**config.mk**
```make
export PLATFORM = sky130hd
export DESIGN_NAME = pipe_stage_skid
export DESIGN_NICKNAME = d
export VERILOG_FILES = /design/src/rtl/pipe_pkg.sv /design/src/rtl/pipe_slot.sv /design/src/rtl/pipe_stage_skid.sv
export SDC_FILE = /design/constraint.sdc
export NUM_CORES = 1
export LEC_CHECK = 0
export CAP_MARGIN = 30
export CORE_MARGIN = 2
export CORE_UTILIZATION = 53
export DETAILED_ROUTE_END_ITERATION = 8
export PLACE_DENSITY = 0.89
export SLEW_MARGIN = 20
export SYNTH_ARGS = -nofsm -noshare
export SYNTH_HDL_FRONTEND = slang
export SYNTH_SLANG_ARGS = --single-unit
```
**constraint.sdc**
```tcl
create_clock -name clk -period 3.5 [get_ports clk]
set_clock_uncertainty 0.2 [all_clocks]
set_input_delay 0.525 -clock clk [delete_from_list [all_inputs] [get_ports clk]]
set_output_delay 0.525 -clock clk [all_outputs]
set_load 0.005 [all_outputs]
```
**src/rtl/pipe_pkg.sv**
```systemverilog
// Shared types and constants for the pipeline stage register.
package pipe_pkg;

  typedef enum logic [1:0] {
    P_EMPTY = 2'd0,
    P_MAIN  = 2'd1,
    P_BOTH  = 2'd2
  } pipe_state_t;

  localparam int OCC_W = 2;

endpackage

```
**src/rtl/pipe_slot.sv**
```systemverilog
// One storage entry of the stage: load-enabled payload register plus valid bit.
module pipe_slot #(
  parameter int W = 41
) (
  input  logic         clk,
  input  logic         rst_n,
  input  logic         load,
  input  logic         valid_d,
  input  logic [W-1:0] d,
  output logic [W-1:0] q,
  output logic         valid
);

  // Valid follows the stage state every cycle; payload changes only on a load.
  always_ff @(posedge clk or negedge rst_n) begin
    if (!rst_n) begin
      q     <= '0;
      valid <= 1'b0;
    end else begin
      valid <= valid_d;
      if (load) q <= d;
    end
  end

endmodule

```
**src/rtl/pipe_stage_skid.sv**
```systemverilog
// Valid/ready pipeline stage with optional skid entry, flush and sticky halt.
module pipe_stage_skid
  import pipe_pkg::*;
#(
  parameter int PAYLOAD_W = 40,
  parameter int SKID      = 1
) (
  input  logic                 clk,
  input  logic                 rst_n,
  input  logic                 flush,
  input  logic                 in_valid,
  output logic                 in_ready,
  input  logic [PAYLOAD_W-1:0] in_data,
  input  logic                 in_halt,
  output logic                 out_valid,
  input  logic                 out_ready,
  output logic [PAYLOAD_W-1:0] out_data,
  output logic                 out_halt,
  output logic                 halted,
  output logic [OCC_W-1:0]     occupancy
);

  localparam int SW = PAYLOAD_W + 1;

  pipe_state_t   state, next_state;
  logic          in_fire, out_fire;
  logic          main_load, skid_load, main_from_skid;
  logic          main_vld, skid_vld;
  logic [SW-1:0] main_d, main_q, skid_q;
  logic          halted_next;

  assign out_valid = main_vld;
  assign out_data  = main_q[PAYLOAD_W-1:0];
  assign out_halt  = main_q[PAYLOAD_W];
  assign in_fire   = in_valid & in_ready;
  assign out_fire  = out_valid & out_ready;
  assign occupancy = {1'b0, main_vld} + {1'b0, skid_vld};

  // A halt beat leaving the stage latches halted until reset; flush does not clear it.
  assign halted_next = halted | (out_fire & out_halt);

  // Next-state and load selection; flush overrides everything and discards any load.
  always_comb begin
    next_state     = state;
    main_load      = 1'b0;
    skid_load      = 1'b0;
    main_from_skid = 1'b0;
    case (state)
      P_EMPTY: begin
        if (in_fire) begin
          main_load  = 1'b1;
          next_state = P_MAIN;
        end
      end
      P_MAIN: begin
        if (in_fire && out_fire) begin
          main_load = 1'b1;
        end else if (in_fire && (SKID != 0)) begin
          skid_load  = 1'b1;
          next_state = P_BOTH;
        end else if (out_fire) begin
          next_state = P_EMPTY;
        end
      end
      P_BOTH: begin
        if (out_fire) begin
          main_load      = 1'b1;
          main_from_skid = 1'b1;
          next_state     = P_MAIN;
        end
      end
      default: next_state = P_EMPTY;
    endcase
    if (flush) begin
      next_state = P_EMPTY;
      main_load  = 1'b0;
      skid_load  = 1'b0;
    end
  end

  // State register.
  always_ff @(posedge clk or negedge rst_n) begin
    if (!rst_n) state <= P_EMPTY;
    else        state <= next_state;
  end

  // Sticky halt latch.
  always_ff @(posedge clk or negedge rst_n) begin
    if (!rst_n) halted <= 1'b0;
    else        halted <= halted_next;
  end

  assign main_d = main_from_skid ? skid_q : {in_halt, in_data};

  pipe_slot #(.W(SW)) u_main (
    .clk     (clk),
    .rst_n   (rst_n),
    .load    (main_load),
    .valid_d (next_state != P_EMPTY),
    .d       (main_d),
    .q       (main_q),
    .valid   (main_vld)
  );

  if (SKID != 0) begin : g_skid
    logic in_ready_q;

    pipe_slot #(.W(SW)) u_skid (
      .clk     (clk),
      .rst_n   (rst_n),
      .load    (skid_load),
      .valid_d (next_state == P_BOTH),
      .d       ({in_halt, in_data}),
      .q       (skid_q),
      .valid   (skid_vld)
    );

    // Registered ready: drops the cycle after the skid entry fills or halt latches.
    always_ff @(posedge clk or negedge rst_n) begin
      if (!rst_n) in_ready_q <= 1'b1;
      else        in_ready_q <= (next_state != P_BOTH) & ~halted_next;
    end

    assign in_ready = in_ready_q;
  end else begin : g_noskid
    assign skid_q   = '0;
    assign skid_vld = 1'b0;
    assign in_ready = (~out_valid | out_ready) & ~halted;
  end

endmodule

```
# --- Word-level counts from Yosys, hierarchy flattened ---
# Cells that the tools add are included.
word_totals:
  in_bits: 46
  mem_bits_ro: 0
  ramBits: 0
  out_inout_bits: 46
  regBits: 88
  latch_bits: 0
  n_memories: 0
classes:
  n_div: 0
  n_mul: 0
  magnitude_cmp: 0
  add_sub_neg: 1
  reduce_logical: 3
  eq_ne: 4
  muxes: 17
  shifts: 0
  bitwise: 6
op_table:
  columns: ["cell", "n"]
  rows:
  - ["41-bit 2-to-1 mux", 1]
  - ["2-bit 2-to-1 mux", 6]
  - ["1-bit 2-to-1 mux", 8]
  - ["2-bit case mux with 3 select lines", 1]
  - ["1-bit bitwise AND", 4]
  - ["2-bit equality test (second input constant)", 2]
  - ["1-bit case mux with 3 select lines", 1]
  - ["1-bit by 1-bit adder with 2-bit output", 1]
  - ["2-bit by 1-bit equality test with 1-bit output (second input constant)", 1]
  - ["2-bit zero test", 1]
  - ["2-bit inequality test (second input constant)", 1]
  - ["2-bit nonzero test", 1]
  - ["1-bit logical AND", 1]
  - ["1-bit NOT", 1]
  - ["1-bit OR", 1]

# --- Longest topological paths before layout ---
logic_depth:
  ltp_word: 8
  mapped_depth: 4

# --- By module ---
# Synthesis repeated with hierarchy kept, for this count alone.
unflattened:
  cells_unflattened: 244
  area_unflattened_um2: 4274.1
modules_own_cells:
  columns: ["mod", "cells_per_inst", "area_each_um2", "seq_area_each_um2", "n_inst"]
  rows:
  - ["pipe_slot", 88, 1754.2, 1051.0, 2]
  - ["pipe_stage_skid", 68, 765.7, 101.3, 1]

# --- Worst setup path after synthesis ---
# OpenSTA, ideal clock, no wires.
synth_path:
  kind: "reg-to-reg"
  start: "register state[1]"
  end: "register u_main.q[10]"
  slack_ps: 1583
  t_arrival_ps: 1593
  stages_incl_launch_ff: 5
  synth_period_minus_slack_ps: 1917
  setup_ps: 125
  required_ps: 3175
  path_cell_list: "dfrtp_1 > nand3b_1 > a221oi_4 > buf_6 > mux2_2"
synth_via:
  elab_chain_cells: 3
  elab_cells_between_ends: 7
synth_lines:
  columns: ["item", "line", "text"]
  rows:
  - ["start, declared", "pipe_stage_skid.sv:25", "pipe_state_t state, next_state;"]
  - ["start signal, assigned", "pipe_stage_skid.sv:84", "else state <= next_state;"]
  - ["2-bit equality test, or another cell as far along", "pipe_stage_skid.sv:48", "case (state)"]
  - ["1-bit case mux with 3 select lines or 1-bit 2-to-1 mux (tied branches)", "pipe_stage_skid.sv:48", null]
  - ["1-bit 2-to-1 mux or 41-bit 2-to-1 mux (tied branches)", "pipe_stage_skid.sv:74, pipe_stage_skid.sv:93", null]
  - ["end signal, assigned", "pipe_slot.sv:17", "q <= '0;"]
  - ["end signal, assigned", "pipe_slot.sv:21", "if (load) q <= d;"]
  - ["end, declared", "pipe_slot.sv:10", "output logic [W-1:0] q,"]
# Several ways; a longest one is shown, not always the timed one.
# A chain may end at the register's enable or synchronous reset.

# --- Worst setup path after layout ---
layout_path:
  start: "input out_ready"
  end: "register u_main.q[37]"
layout_via:
  elab_chain_cells: 5
  elab_cells_between_ends: 8
layout_lines:
  columns: ["item", "line", "text"]
  rows:
  - ["start, declared", "pipe_stage_skid.sv:16", "input logic out_ready,"]
  - ["1-bit bitwise AND (*)", "pipe_stage_skid.sv:36", "assign out_fire = out_valid & out_ready;"]
  - ["1-bit logical AND", "pipe_stage_skid.sv:56", "if (in_fire && out_fire) begin"]
  - ["1-bit 2-to-1 mux", "pipe_stage_skid.sv:56", null]
  - ["1-bit case mux with 3 select lines", "pipe_stage_skid.sv:48", null]
  - ["1-bit 2-to-1 mux", "pipe_stage_skid.sv:74", "if (flush) begin"]
# Every way passes the cells marked *; elsewhere a longest branch is shown, timed or not.

==> results_dict.tcl <==
set metrics [dict create \
    final.min_clock_period_ps 2620 \
    setup_ws_ps 876 \
    crit_start "out_ready" \
    crit_type "input pin to flip-flop" \
    crit_required_ps 3520 \
    cts_sinks 88 \
    cts_setup_buffers 0 \
    crit_arrival_ps 2640 \
    die_w_um 89.1 \
    ant_nets 0 \
    post-route-util 0.708 \
    gp_congestion 0.767 \
    syn-mean-instance-area_um2 15.9 \
    max_cap_violations 0 \
    core_um2 7140 \
    dpl.hpwl_um 5000 \
    cts-root-buf "clkbuf_8" \
    synth_cell_types 20 \
    synth_nets 289 \
    cts_resized 0 \
    clk_pin_slew_ps 80 \
    r2r_cells 4 \
    antenna_found_initial 0 \
    netlist_instances 242 \
    hold_viol_final 0 \
    grt_max_degree 51 \
    grt_usage 0.192 \
    yosys_warnings 0 \
    initial_core_util 0.538 \
    r2r_slack_ps 1130 \
    ir_worst_vdd_v 0.000411 \
    grt_pass1_wl_um 11600 \
    route.detailed.drc 0 \
    wire_per_inst_um 16.2 \
    yosysSeqAreaShare 0.573 \
    rows 31 \
    setup_viol 0 \
    end_kind "flip-flop" \
    drv_slew 0 \
    fillers 543 \
    cpLargestDelayFamily "buffers and inverters" \
    ys_ff_latch 88 \
    path_max_fanout 21 \
    critPathSlowestCell "clkdlybuf4s50_1" \
    port_buffers 91 \
    worstReg2RegStart "state[0]" \
    dpl_cell_area_um2 4870 \
    fin_setup_tns_ps 0 \
    num_vias 2279 \
    grt_overflow 0 \
    layout-drive-gt1-share 0.437 \
    layout.nets 385 \
    cts_made_buffers 9 \
    place_ws_ps 500 \
    drtPass1Iterations 2 \
    die_area_um2 7950 \
    slowest_delay_ps 590 \
    status "completed" \
    p_per_area_nw_per_um2 713 \
    clk_latency_ps 340 \
    min_period_over_period 0.750 \
    synth_area_um2 3840 \
    n_antenna_cell 0 \
    fmax_mhz 381 \
    cp.depth 5 \
    worstPathCellList "clkdlybuf4s50_1, nand4b_4, a221oi_4, buf_4, mux2_2" \
    cts_tree "built" \
    slew_headroom 0.575 \
    fin_area_um2 5050 \
    ctsHoldBuffers 0 \
    die_h_um 89.1 \
    worst_pin_slew_ps 636 \
    startpoint_type "input pin" \
    io_pins 92 \
    path_buf_inv 2 \
    grt_pass1_vias 2488 \
    cellLeakagePower_uw 0.00215 \
    area_growth_pct 31.5 \
    vias_per_cell 5.16 \
    seq_area_um2 2200 \
    rsz0062_at_grt "false" \
    cts_max_level 3 \
    multi_input_area_um2 1560 \
    ctsLongestPathBuffers 2 \
    drt_iter0_drc 26 \
    hp-class "input pin to async pin" \
    drt_wl_total_um 7140 \
]
[cell type report]
type                            count  area share
Clock buffer                       14      0.0342
Clock inverter                      2     0.00248
Multi-Input combinational cell    142       0.309
Sequential cell                    88       0.436
Tap cell                           99      0.0245
Timing Repair Buffer               97       0.194
[path summary, 6_finish.rpt]
kind | to
worst max register to register | u_main.q[37]
max in group asynchronous | in_ready
worst min-delay path | g_skid.u_skid.q[22]
worst max-delay path | u_main.q[37]
min in group clk | u_main.q[16]
worst min register to register | u_main.q[16]
[power breakdown]
group / leakage [uW] / internal [uW] / switching [uW] / total [uW]
Sequential: 0.00109 / 1500 / 255 / 1760
Clock: 0.0000927 / 317 / 335 / 651
Combinational: 0.000972 / 867 / 327 / 1190
[sequential cells by signal (all words and copies together), names as in the netlist]
| register | cells |
|---|---|
| g_skid.u_skid.q | 41 |
| g_skid.u_skid.valid | 1 |
| halted | 1 |
| in_ready | 1 |
| state | 2 |
| u_main.q | 41 |
| u_main.valid | 1 |
[logic make-up (layout without fill, tap and decap cells)]
| family | Yosys count | count (layout) | share of synthesized area |
|---|---|---|---|
| mux | 123 | 123 | 0.360 |
| simple gates | 10 | 10 | 0.0218 |
| compound gates | 8 | 8 | 0.0189 |
| fa+ha+maj | 1 | 1 | 0.00326 |
| buf+inv | 12 | 113 | 0.0221 |
| flops | 88 | 88 | 0.573 |
[synthesized netlist by cell type]
cell	n	area share
dfstp_2	1	0.0068
mux2_2	123	0.36
nand3b_1	2	0.0039
a221oi_4	1	0.0068
o21bai_1	1	0.0020
dfrtp_1	87	0.57
or2_2	1	0.0016
a31o_2	1	0.0023
and2_1	1	0.0016
nand4b_1	1	0.0023
a21o_1	1	0.0020
a21oi_1	3	0.0039
nor4b_1	1	0.0023
a21boi_0	1	0.0020
buf_2	8	0.010
nand4b_4	1	0.0062
or2b_1	1	0.0020
nor2_1	2	0.0020
ha_1	1	0.0033
buf_6	4	0.012
[through the flow]
| step | power, uW | hold WS (ps) | cells |
|---|---|---|---|
| 3_3_place_gp | 2910 | 284 | 425 |
| 4_1_cts | 3650 | 20.5 | 442 |
| 6_report | 3600 | 8.19 | 442 |
| 3_5_place_dp | 3000 | 294 | 426 |
| 2_1_floorplan | 2260 | 29.4 | 242 |
| 5_1_grt | 3830 | 43.2 | 442 |
[layer usage]
layer,up-vias,wire length (um),track usage,part of all wire
met5,-,0,0,0
met1,1152,3050,0.236,0.43
met4,0,47,0.0651,0.0066
met2,53,3700,0.334,0.52
li1,1070,-,-,-
met3,4,341,0.0434,0.048
[cell usage in the layout, fill, tap and decap left out, types with 2 or more instances in the layout]
master and instances:
mux2_2 123, dfrtp_1 87, clkbuf_1 2, buf_4 5
nand3b_1 2, clkdlybuf4s50_1 90, buf_12 2, a21oi_1 3
clkbuf_8 12
Note: power is estimated with default switching activity, not from simulation.
